[config.mk]
export PLATFORM = sky130hd
export DESIGN_NAME = md_wb_queue
export DESIGN_NICKNAME = d
export VERILOG_FILES = /design/src/rtl/cpu_pkg.sv /design/src/rtl/md_wb_fifo.sv /design/src/rtl/md_wb_queue.sv
export SDC_FILE = /design/constraint.sdc
export NUM_CORES = 1
export LEC_CHECK = 0
export ABC_AREA = 1
export CORE_ASPECT_RATIO = 1.1
export CORE_UTILIZATION = 54
export DETAILED_ROUTE_END_ITERATION = 6
export PLACE_DENSITY = 0.81
export SLEW_MARGIN = 20
export SYNTH_ARGS = -nofsm -noshare
export SYNTH_HDL_FRONTEND = slang
export SYNTH_HIERARCHICAL = 1
export SYNTH_SLANG_ARGS = --single-unit
[constraint.sdc]
create_clock -name clk -period 3.7 [get_ports clk]
set_input_delay 0.37 -clock clk [delete_from_list [all_inputs] [get_ports clk]]
set_output_delay 0.37 -clock clk [all_outputs]
set_load 0.05 [all_outputs]
[src/rtl/cpu_pkg.sv]
// Shared CPU constants and the multiply/divide write-back payload.
package cpu_pkg;

    localparam int unsigned XLEN       = 32;
    localparam int unsigned REG_ADDR_W = 5;
    localparam int unsigned NUM_REGS   = 1 << REG_ADDR_W;

    typedef struct packed {
        logic [REG_ADDR_W-1:0] waddr;
        logic [XLEN-1:0]       wdata;
    } md_wb_entry_t;

endpackage

[src/rtl/md_wb_fifo.sv]
// Generic synchronous FIFO with asynchronous reset; head is read combinationally.
// DEPTH must be a power of two so the pointers wrap naturally.
module md_wb_fifo #(
    parameter int unsigned WIDTH = 37,
    parameter int unsigned DEPTH = 4
) (
    input  logic                         clk,
    input  logic                         rst,
    input  logic                         push,
    input  logic                         pop,
    input  logic [WIDTH-1:0]             wdata,
    output logic [WIDTH-1:0]             rdata,
    output logic [$clog2(DEPTH+1)-1:0]   count
);

    localparam int unsigned AW = $clog2(DEPTH);
    localparam int unsigned CW = $clog2(DEPTH+1);

    logic [WIDTH-1:0] mem [DEPTH];
    logic [AW-1:0]    wr_ptr;
    logic [AW-1:0]    rd_ptr;
    logic             do_push;
    logic             do_pop;

    assign do_push = push && (count != CW'(DEPTH));
    assign do_pop  = pop && (count != '0);

    always_ff @(posedge clk or posedge rst) begin
        if (rst) begin
            wr_ptr <= '0;
            rd_ptr <= '0;
            count  <= '0;
        end else begin
            if (do_push) wr_ptr <= wr_ptr + AW'(1);
            if (do_pop)  rd_ptr <= rd_ptr + AW'(1);
            case ({do_push, do_pop})
                2'b10:   count <= count + CW'(1);
                2'b01:   count <= count - CW'(1);
                default: count <= count;
            endcase
        end
    end

    // Payload storage needs no reset: it is only observed while count != 0.
    always_ff @(posedge clk) begin
        if (do_push) mem[wr_ptr] <= wdata;
    end

    assign rdata = mem[rd_ptr];

endmodule

[src/rtl/md_wb_queue.sv]
// Buffers multiply/divide results and writes them back through the secondary
// register-file port whenever the main pipeline leaves it idle.
// Optional per-register pending mask: define MD_WB_SCOREBOARD_EN.
module md_wb_queue
    import cpu_pkg::*;
#(
    parameter int unsigned DEPTH = 4
) (
    input  logic                         clk,
    input  logic                         rst,
    input  logic                         md_valid,
    output logic                         md_ready,
    input  logic [REG_ADDR_W-1:0]        md_waddr,
    input  logic [XLEN-1:0]              md_wdata,
    input  logic                         main_we,
    output logic                         we_mult_div,
    output logic [REG_ADDR_W-1:0]        waddr_mult_div,
    output logic [XLEN-1:0]              wdata_mult_div,
    output logic [$clog2(DEPTH+1)-1:0]   count
`ifdef MD_WB_SCOREBOARD_EN
    ,
    output logic [NUM_REGS-1:0]          busy
`endif
);

    localparam int unsigned CW = $clog2(DEPTH+1);

    md_wb_entry_t in_entry;
    md_wb_entry_t head;
    logic         push;
    logic         pop;
    logic         empty;

    // Writes to x0 are architecturally void, so they are accepted and dropped.
    assign md_ready = !rst && (count != CW'(DEPTH));
    assign push     = md_valid && md_ready && (md_waddr != '0);
    assign in_entry = '{waddr: md_waddr, wdata: md_wdata};

    md_wb_fifo #(
        .WIDTH ($bits(md_wb_entry_t)),
        .DEPTH (DEPTH)
    ) u_fifo (
        .clk   (clk),
        .rst   (rst),
        .push  (push),
        .pop   (pop),
        .wdata (in_entry),
        .rdata (head),
        .count (count)
    );

    // The main pipeline owns the register-file port whenever it writes.
    assign empty          = (count == '0);
    assign we_mult_div    = !empty && !main_we;
    assign pop            = we_mult_div;
    assign waddr_mult_div = empty ? '0 : head.waddr;
    assign wdata_mult_div = empty ? '0 : head.wdata;

`ifdef MD_WB_SCOREBOARD_EN
    assign busy[0] = 1'b0;

    // One occupancy counter per register; busy while any queued entry targets it.
    for (genvar r = 1; r < NUM_REGS; r++) begin : g_sb
        logic [CW-1:0] pend;
        logic          inc;
        logic          dec;

        assign inc = push && (md_waddr == REG_ADDR_W'(r));
        assign dec = pop && (head.waddr == REG_ADDR_W'(r));

        always_ff @(posedge clk or posedge rst) begin
            if (rst)               pend <= '0;
            else if (inc && !dec)  pend <= pend + CW'(1);
            else if (dec && !inc)  pend <= pend - CW'(1);
        end

        assign busy[r] = (pend != '0);
    end
`endif

endmodule

==> flow_metrics.tcl <==
set metrics [dict create \
    postCtsSetupRepairBufs 0 \
    finalWirelength_mm 13.4 \
    met1_usage_pct 25.9 \
    syn2layout_area_growth_pct 21.7 \
    cts.sinks 155 \
    holdBufCountCts 0 \
    layout-drive-gt1-share_pct 12.3 \
    synth.distinct_cells 19 \
    numCtsBuffers 17 \
    end_kind "output pin" \
    coreArea_sq_um 12100 \
    power_frac_comb_pct 47.8 \
    clkPwrFrac_pct 22.6 \
    p_seq_share_pct 29.6 \
    fp.dieH_microns 119 \
    rows 42 \
    crit_path_frequent_cell "buf_4" \
    worst_setup_path_start_kind "register" \
    max_freq_mhz 350 \
    vdd.ir_drop.worst_v 0.000690 \
    synthFlopType "edfxtp_1" \
    antenna_cells 0 \
    initial_core_util_pct 55.5 \
    drc 0 \
    syn_inst 582 \
    slew_violations 0 \
    grt-busiest-layer "met2" \
    tightest_slew_ns 0.752 \
    portBuffers 82 \
    fin_util_pct 67.5 \
    path_cells "inv_4 -> buf_4 -> o211ai_1 -> nand2_1 -> inv_1 -> nor2_1 -> buf_4" \
    die_w_microns 108 \
    post_cts_resized 0 \
    slowest_delay_ns 0.48 \
    ys_seq_area_share_pct 68.9 \
    p_switching_mw 3.37 \
    gp_congestion 0.808 \
    grt_remaining_overflow 0 \
    slew_headroom_pct 49.8 \
    critPathRequiredTime_ns 3.33 \
    globalRouteMet3Util_pct 5.75 \
    finalHoldViolations 0 \
    nNetsFinal 711 \
    synth.avg_cell_area_sq_um 11.5 \
    htree_levels 4 \
    antenna_found_initial 0 \
    grt_usage_pct 22.7 \
    synth_edf_count 148 \
    grt_max_degree 65 \
    met2_usage_pct 39.3 \
    root_buffer "clkbuf_16" \
    path_class "register to output pin" \
    async_flop_share_pct 4.52 \
    clk_path_buf_depth 2 \
    drt_first_pass_iters 4 \
    viasPerCell 5.18 \
    grt_pass1_wl_mm 21.4 \
    netlist.area_leader.share_pct 66.3 \
    vias 4302 \
    yosysMostFrequentCell "edfxtp_1" \
    postRouteAntennaNets 0 \
    fin_setup_tns_ns 0 \
    syn_area_sq_um 6710 \
    switching_share_pct 44.7 \
    path_clk_slew_ns 0.06 \
    hold_class "input port to asynchronous set/reset pin" \
    cap_violations 0 \
    period_minus_slack_ns 2.86 \
    internal-power_mw 4.17 \
    clk-insertion-delay-late_ns 0.42 \
    cellPowerDensity_nw_per_um2 924 \
    worstPathMaxFanout 64 \
    rsz0062_at_grt "false" \
    fin_skew_ns 0.0105 \
    synth_common_cells "148 x edfxtp_1, 130 x nand2_1, 128 x inv_1" \
    yosys_warnings 6 \
    tritoncts "done" \
    status "finished, final reports clean" \
    ioPinCount 83 \
    syn_nets 629 \
    first_iter_violations 302 \
    arrival_ns 2.49 \
    dp_hpwl_mm 7.93 \
    grt_pass1_vias 4438 \
    power.leakage_nw 3.41 \
    dieArea_sq_um 12900 \
    ys_ff_latch 155 \
    wl_per_cell_microns 16.1 \
    cpMaxStageDelayCell "buf_4" \
    synth_area_leader_cell "edfxtp_1" \
    synth_top_cells_by_area "edfxtp_1 66%, o211ai_1 8.3%, nand2_1 7.3%, inv_1 7.2%, nor2_1 2.6%" \
    period_share_pct 77.2 \
    setup-violations-final 0 \
]
flip-flops by register name (all words and copies together), names as in the netlist:
signal and cells:
u_fifo/mem 148, u_fifo/count 3, u_fifo/rd_ptr 2, u_fifo/wr_ptr 2
final cells by class:
type / count / area, sq um
sequential: 155 / 4620
fill: 816 / 3930
multi-input combinational: 270 / 1410
timing repair buffer: 91 / 858
inverter: 129 / 487
clock buffer: 18 / 429
tap: 154 / 193
clock inverter: 14 / 159
final timing paths:
kind	start	to	slack [ns]	cells past startpoint
worst max-delay path	u_fifo/rd_ptr[0]$_DFFE_PP0P_	wdata_mult_div[30]	0.84	7
worst min-delay path	rst	u_fifo/count[0]$_DFFE_PP0P_	0.27	2
worst max register to register	u_fifo/count[1]$_DFFE_PP0P_	u_fifo/count[2]$_DFFE_PP0P_	1.34	12
worst min register to register	u_fifo/wr_ptr[0]$_DFFE_PP0P_	u_fifo/wr_ptr[0]$_DFFE_PP0P_	0.56	2
max in group asynchronous	rst	u_fifo/rd_ptr[1]$_DFFE_PP0P_	3.18	2
min in group clk	u_fifo/wr_ptr[0]$_DFFE_PP0P_	u_fifo/wr_ptr[0]$_DFFE_PP0P_	0.56	2
power groups by stage:
stage	Sequential, mW	Combinational, mW	Clock [mW]
after detailed placement	2.26	3.58	0
after CTS	2.23	3.61	1.73
after floorplan	2.30	2.64	0
after global routing	2.25	3.86	1.80
final	2.23	3.60	1.71
after global placement	2.25	3.49	0
routing by layer:
metal,vias to the layer above,part of all wire [%]
li1,2096,-
met1,2076,41
met2,121,53
met3,9,5.6
met4,0,0.88
met5,-,0
layout by cell type, fill, tap and decap left out, drive strengths merged:
cell type and instances:
fa 1, ha 5, nand3 8, clkinvlp 3
dfrtp 7, xnor2 1, clkdlybuf4s50 45, edfxtp 148
nand2 130, clkbuf 18, clkinv 2, a21oi 1
nand4 1, nor2 47, o211ai 74, bufinv 2
nor3 1, buf 46, inv 136, o21ai 1
stage by stage:
stage / hold WS [ns] / instances / power [mW] / area, sq um / setup slack [ns]
6_report: 0.267 / 831 / 7.54 / 8160 / 0.845
5_1_grt: 0.296 / 831 / 7.90 / 8160 / 0.667
4_1_cts: 0.249 / 831 / 7.57 / 8160 / 0.833
3_5_place_dp: 0.548 / 799 / 5.84 / 7570 / 0.928
3_3_place_gp: 0.517 / 799 / 5.74 / 7570 / 1.04
2_1_floorplan: 0.173 / 582 / 4.94 / 6710 / 0.449
worst max-delay path, delay by kind of cell, from the launching register on:
kind | cells | cell delay, ns
compound gates | 1 | 0.15
buf+inv | 4 | 1.20
flops | 1 | 0.42
simple gates | 2 | 0.26
kinds of logic (layout without fill, tap and decap cells):
group           count (synthesis)  in the layout  synth area share, %
flops                         155            155                 68.9
xor+xnor                        1              1                0.131
simple gates                  187            187                 10.7
compound gates                 76             76                 8.43
buf+inv                       157            252                 10.6
fa+ha+maj                       6              6                 1.23
(Power assumes the default switching activity.)
==> edit (config.mk and constraints unchanged) <==
`DEPTH` is set to 4 in 2 places; all go to 8.
--- a/src/rtl/md_wb_fifo.sv
+++ b/src/rtl/md_wb_fifo.sv
@@ -4,3 +4,3 @@
     parameter int unsigned WIDTH = 37,
-    parameter int unsigned DEPTH = 4
+    parameter int unsigned DEPTH = 8
 ) (
--- a/src/rtl/md_wb_queue.sv
+++ b/src/rtl/md_wb_queue.sv
@@ -6,3 +6,3 @@
 #(
-    parameter int unsigned DEPTH = 4
+    parameter int unsigned DEPTH = 8
 ) (
Interface: changed (resized count); port bits go from 83 to 84. The function was not compared with the original's and may differ.
==> edit against the original RTL <==
Sequential cell count is 151 higher. Wire length is 100% higher. Worst setup slack worse by 460 ps. Synthesized area is 110% higher. Global-route usage is 1.4 points lower. Cell area is 94% higher. Count of clock-buffer cells in the layout is 20 higher. Total power is 78% higher. Register-to-register slack worse by 200 ps. Largest cell class unchanged. Highest routed layer unchanged.
==> edit: results (changes against the original RTL) <==
Slew headroom 30.43% (was 49.81%); met2 WL 13970 µm (was 7063 µm); crit path DAT 2950 ps (was 2490 ps); met1 wire length 11330 µm (was 5450 µm); Top Registers u_fifo/mem (296), u_fifo/count (4) (was u_fifo/mem (148), u_fifo/count (3)); hold_ws 164.8 ps (was 266.8 ps); total number of vias 9053 (was 4302); clock buffer depth 3 (was 2); final net count 1535 (was 711); met3 WL 1421 µm (was 745 µm); number of CTS-inserted buffers 29 (was 17); R2R Setup Slk 1140 ps (was 1340 ps); most common library cells after synthesis nand2_1, nor2_1, edfxtp_1, inv_1, buf_2 (was edfxtp_1, nand2_1, inv_1, o211ai_1, nor2_1); P_clk 0.00292 W (was 0.00171 W); Worst path slowest cell dfrtp_4 (was buf_4); Seq/Total Area, Yosys 65.83% (was 68.87%); Synth cell types 26 (was 19); min Tclk post-route 3317 ps (was 2855 ps); status finished clean (unchanged); 1st-iter DRT viols 690 (was 302); Net Sw Power 0.005680 W (was 0.003367 W); cell area after placement 0.01487 mm² (was 0.007572 mm²); First-pass DRT Iterations 5 (was 4); longest individual stage delay on the worst path 1080 ps (was 480 ps); static leakage 6.758 nW (was 3.406 nW); top post-synthesis cells by area edfxtp_1, nand2_1, nor2_1, inv_1, a21boi_2 (was edfxtp_1, o211ai_1, nand2_1, inv_1, nor2_1); first-pass GRT wire length 43770 µm (was 21370 µm); Worst Skew 16.81 ps (was 10.50 ps); crit path capture waddr_mult_div[3] (was wdata_mult_div[30]); RR Endpoint u_fifo/count[3]$_DFFE_PP0P_ (was u_fifo/count[2]$_DFFE_PP0P_); M1 GR Usage 26.90% (was 25.95%); worst skew pair latency 550 ps (was 420 ps); Global Route Usage Sum 21.24% (was 22.65%); async set or reset register ratio after synthesis 3.268% (was 4.516%); largest net degree at the start of global routing 97 (was 65); met3 Track Usage GR 2.241% (was 5.747%); layout cell share with drive strength beyond 1 9.596% (was 12.26%); Layout fillers 1877 (was 816); Placer Congestion 0.7917 (was 0.8079); Seq. pwr 0.00439 W (was 0.00223 W); H-tree depth 1 (was 4); critical path peak fanout 96 (was 64); EDFF count, synth 296 (was 148); number of global-route vias before repair 8813 (was 4438); Global Route met2 Usage 37.58% (was 39.33%); CTS root buf clkbuf_16 (unchanged); Port Buf Inserts 83 (was 82)
## edit: cell count changes after synthesis, sizes merged, moves of 7 or more
cell | unedited run | this run
nand2 | 130 | 507
nor2 | 47 | 303
edfxtp | 148 | 296
o211ai | 74 | 0
a21boi | 0 | 37
inv | 129 | 166
buf | 23 | 59
nor3 | 1 | 8
## edit: metrics by stage
stage                     power (W)  cells
after floorplan            0.009148   1417
after global placement      0.01041   1803
after detailed placement    0.01058   1803
after CTS                   0.01349   1857
after global routing        0.01422   1857
final                       0.01342   1857
## edit: area by class of cell
cell class	count	area, µm²	share of cell area (%)
clock buffer	38	759.5	4.803
clock inverter	16	183.9	1.163
inverter	166	624.3	3.948
multi-input combinational	880	3727	23.57
sequential	306	9144	57.83
tap	346	432.9	2.738
timing repair buffer	105	940.9	5.950
## edit: cells by family after synthesis
family / share of synthesized area [%]
AOI/OAI and AO/OA: 2.992
xor gates and xnor gates: 0.3785
adders and majority gates: 0.5949
buffers and inverters: 7.679
DFF: 65.83
and+or+nand+nor: 22.52
